$ cat src/rtl/cdc_hs_sender.sv
// Source-domain end of a req/ack CDC handshake: one word per vld/rdy transfer, held on data_out while req_out is raised.
// Define CDC_HS_TWO_PHASE_EN for the two-phase toggle protocol; the default build is the four-phase level protocol.
module cdc_hs_sender #(
  parameter int DATA_W      = 8,
  parameter int SYNC_STAGES = 2   // must be >= 2
) (
  input  logic              clk_a,
  input  logic              rst_n_a,
  input  logic              vld_in,
  input  logic [DATA_W-1:0] data_in,
  output logic              rdy_out,
  output logic              req_out,
  output logic [DATA_W-1:0] data_out,
  input  logic              ack_in,
  output logic              xfer_done
);

`ifdef CDC_HS_TWO_PHASE_EN
  localparam logic [1:0] ST_IDLE = 2'd0;
  localparam logic [1:0] ST_WAIT = 2'd1;
`else
  localparam logic [1:0] ST_IDLE   = 2'd0;
  localparam logic [1:0] ST_REQ_HI = 2'd1;
  localparam logic [1:0] ST_REQ_LO = 2'd2;
`endif

  logic [SYNC_STAGES-1:0] ack_sync;
  logic                   ack_s;
  logic [1:0]             state;
  logic                   accept;

  // NOTE: sequential state uses non-blocking assignments so every flop samples pre-edge values.
  always_ff @(posedge clk_a) begin
    if (!rst_n_a) ack_sync <= '0;
    else          ack_sync <= {ack_sync[SYNC_STAGES-2:0], ack_in};
  end

  assign ack_s = ack_sync[SYNC_STAGES-1];

`ifdef CDC_HS_TWO_PHASE_EN
  // Handshake is idle whenever the returned toggle matches the last one sent.
  assign rdy_out = (state == ST_IDLE) && (ack_s == req_out);
`else
  // A stale ack blocks acceptance until the far side has dropped it.
  assign rdy_out = (state == ST_IDLE) && !ack_s;
`endif

  assign accept = vld_in && rdy_out;

  always_ff @(posedge clk_a) begin
    if (!rst_n_a) begin
      state     <= ST_IDLE;
      req_out   <= 1'b0;
      data_out  <= '0;
      xfer_done <= 1'b0;
    end else begin
      xfer_done <= 1'b0;
      case (state)
`ifdef CDC_HS_TWO_PHASE_EN
        ST_IDLE: begin
          if (accept) begin
            data_out <= data_in;
            req_out  <= ~req_out;
            state    <= ST_WAIT;
          end
        end
        ST_WAIT: begin
          if (ack_s == req_out) begin
            xfer_done <= 1'b1;
            state     <= ST_IDLE;
          end
        end
`else
        ST_IDLE: begin
          if (accept) begin
            data_out <= data_in;
            req_out  <= 1'b1;
            state    <= ST_REQ_HI;
          end
        end
        ST_REQ_HI: begin
          if (ack_s) begin
            req_out <= 1'b0;
            state   <= ST_REQ_LO;
          end
        end
        ST_REQ_LO: begin
          if (!ack_s) begin
            xfer_done <= 1'b1;
            state     <= ST_IDLE;
          end
        end
`endif
        default: state <= ST_IDLE;
      endcase
    end
  end

endmodule
$ cat config.mk
export PLATFORM = sky130hd
export DESIGN_NAME = cdc_hs_sender
export DESIGN_NICKNAME = d
export VERILOG_FILES = /design/src/rtl/cdc_hs_sender.sv
export SDC_FILE = /design/constraint.sdc
export NUM_CORES = 1
export LEC_CHECK = 0
export ABC_AREA = 1
export BUFFER_PORTS_ARGS = -buffer_cell sky130_fd_sc_hd__buf_2
export CAP_MARGIN = 20
export CORE_MARGIN = 8
export CORE_UTILIZATION = 49
export CTS_CLUSTER_SIZE = 10
export DETAILED_ROUTE_END_ITERATION = 16
export PLACE_DENSITY_LB_ADDON = 0.3
export SYNTH_ARGS = -nofsm -noshare
export SYNTH_HDL_FRONTEND = slang
export SYNTH_SLANG_ARGS = --single-unit
$ cat constraint.sdc
create_clock -name clk_a -period 2.4 [get_ports clk_a]
set_clock_uncertainty 0.2 [all_clocks]
set_input_delay 0.12 -clock clk_a [delete_from_list [all_inputs] [get_ports clk_a]]
set_output_delay 0.12 -clock clk_a [all_outputs]
set_load 0.05 [all_outputs]
==> impl_metrics.yaml <==
critical_path:
  start_kind: "register"
  timing.rr.end: "data_out[5]"
  cpMaxStageDelayCell: "dfxtp_1"
  r2r_start: "state[0]"
  max_stage_delay_ps: 410
  crit_path_end_kind: "output port"
  path_class: "reg2out"
  path_cells: "nor3_1, buf_2"
  path_max_fanout: 6
  r2r_cells: 5
  r2r_slack_ps: 1160
  arrival_ps: 1220
  worst_ep_required_time_ps: 2080
min_path:
  hold_depth: 4
  hp-start: "vld_in"
  min_to: "data_out[2]"
  min_path_type: "in2reg"
detailed_routing:
  routed_wl_um: 1427
  drt_iter0_markers: 14
  ant_nets: 0
  routed_via_density: 4.404
  vias: 621
  detail_route.wl_per_cell_um: 10.12
  drc: 0
  firstDrtPassIters: 4
timing:
  fmax_mhz: 648.6
  fin_ws_ps: 858.1
  slew_headroom_pct: 78.67
  rsz0062_at_grt: "no"
  totalNegativeSetupSlack_ps: 0
  hold_viol_final: 0
  setup_viol: 0
  worstMarginPinSlew_ps: 319.6
  period_minus_slack_ps: 1542
  slew_viol_final: 0
  fin_crit_sh_pct: 64.25
placement:
  gp_congestion: 0.7161
  dp_slack_ps: 1156
  io_buffers: 22
  dp_hpwl_um: 963.7
job:
  max-cap-violations: 0
power:
  ir_worst_vdd_mv: 0.3705
  p_leak_nw: 0.5203
  p_clk_share_pct: 28.4
  p_comb_share_pct: 26.9
  intPower_uw: 394.1
  power_frac_seq_pct: 44.7
  p_per_area_nw_per_um2: 652.2
  net-switching-power_uw: 191.0
  switching_share_pct: 32.64
logic_synthesis:
  synth_simple_gate_area_share_pct: 34.05
  synthMuxAreaShare_pct: 0
  synth_cell_type_count: 14
  yosysTopAreaCell: "dfxtp_1"
  yosys_warnings: 0
  synth-edff-count: 0
  syn_area_um2: 639.4
  yosys_register_bits: 14
  syn_inst: 91
  synth_compound_area_share_pct: 2.348
  synthXorXnorAreaFrac_pct: 0
  synthAdderAreaFrac_pct: 0
  synth_area_leaders: "dfxtp_1, inv_1, nand2_1"
  yosys-top-cells-count: "inv_1, nand2_1, dfxtp_1"
  synth_area_per_cell_um2: 7.026
  synth_top_family_by_area: "simple AND/OR/NAND/NOR gates"
  synthArstFlopShare_pct: 0
  ys_seq_area_share_pct: 43.84
  synth.most_common_cell: "inv_1"
  synthFlopType: "dfxtp_1"
  synthDominantCellAreaShare_pct: 43.84
  syn_nets: 103
global_routing:
  grt_max_degree: 12
  grt_pass1_vias: 563
  overflow: 0
  grt.total_usage_pct: 10.81
  antenna_found_initial: 0
  grt_pass1_wl_um: 2270
clock_network:
  cts_inserted_buffers: 3
  htree_levels: 1
  ctsResizeCount: 0
  cts_num_sinks: 14
  cts_buffer_depth: 2
  root_buffer: "clkbuf_4"
  cts.clk_slew.worst_paths_ps: 80
  clkLatencyLatePin_ps: 280
  cts_tree: "built"
floorplanning:
  ioPinCount: 23
  row_count: 13
  initial_utilization_pct: 51.05
  die_w_um: 52.12
  core_area_um2: 1252
  die-area_um2: 2716
  die_h_um: 52.12
outcome:
  status: "complete, no violations"
layout:
  syn2layout_area_growth_pct: 40.31
  drive_gt1_share_pct: 23.02
  antenna_cells: 0
  nNetsFinal: 139
  fin_util_pct: 71.63
[through the flow]
step | std cells | hold slack (ps) | cell area, um2 | total power, mW
6_report | 141 | 50.45 | 897.1 | 0.5851
5_1_grt | 141 | 63.69 | 897.1 | 0.6183
4_1_cts | 141 | 44.72 | 897.1 | 0.5883
3_5_place_dp | 126 | 110.7 | 750.7 | 0.4103
3_3_place_gp | 126 | 99.26 | 750.7 | 0.4082
2_1_floorplan | 91 | 17.63 | 639.4 | 0.3785
[metal layers]
layer,routed length (um),vias to the layer above,part of all wire (%),track usage [%]
met5,0,-,0,0
met4,26,0,1.8,5.310
met3,113,5,7.9,4.558
met2,678,20,48,16.40
met1,609,255,43,12.70
li1,-,341,-,-
[registers in the layout, indices dropped and copies added, names as in the netlist]
signal     flops
ack_sync       2
data_out       8
req_out        1
state          2
xfer_done      1
[worst max-delay path: cells and delay by family, from the launching register on]
family | cells | cell delay (ps)
buffers and inverters | 1 | 300
AND/OR/NAND/NOR | 1 | 240
flip-flops | 1 | 410
[layout make-up]
type,instances,area [um2]
tap,15,18.77
timing repair buffer,33,220.2
sequential,14,280.3
clock buffer,4,36.28
inverter,29,108.9
multi-input combinational,46,232.7
fill,94,355.3
[power groups by stage]
stage	combinational (mW)	clock, mW	sequential, mW
after floorplan	0.0633	0	0.315
after global placement	0.142	0	0.266
after detailed placement	0.144	0	0.266
after CTS	0.158	0.169	0.261
after global routing	0.171	0.183	0.265
final	0.157	0.166	0.262
[layout by cell type (no fill, tap or decap), drive strengths merged]
master | Yosys | routed
nand2 | 20 | 20
clkbuf | 2 | 4
nor4 | 1 | 1
dlygate4sd3 | 0 | 11
nor2 | 10 | 10
nand3 | 3 | 3
dfxtp | 14 | 14
inv | 29 | 29
nor3 | 1 | 1
buf | 0 | 22
a21oi | 3 | 3
nand4 | 8 | 8
[how the worst max path moves through the flow]
| stage | startpoint | to | slack (ps) | cells past startpoint |
|---|---|---|---|---|
| after floorplan | state[0] | rdy_out | 580 | 1 |
| after CTS | state[0] | rdy_out | 840 | 2 |
| after global placement | state[0] | rdy_out | 1190 | 2 |
| after global routing | state[0] | rdy_out | 790 | 2 |
| final | state[0] | rdy_out | 860 | 2 |
| after detailed placement | state[0] | rdy_out | 1160 | 2 |
[cell families (layout without fill, tap and decap cells)]
| kind of cell | count (synthesis) | count (layout) |
|---|---|---|
| buf+inv | 31 | 66 |
| simple gates | 43 | 43 |
| compound gates | 3 | 3 |
| flops | 14 | 14 |
[timing repair]
action,in CTS,in global routing
buffers inserted,0,0
hold endpoints to repair,10,0
hold buffers,11,0
endpoints found under the setup margin,0,0
Note: power is estimated with default switching activity, not from simulation.
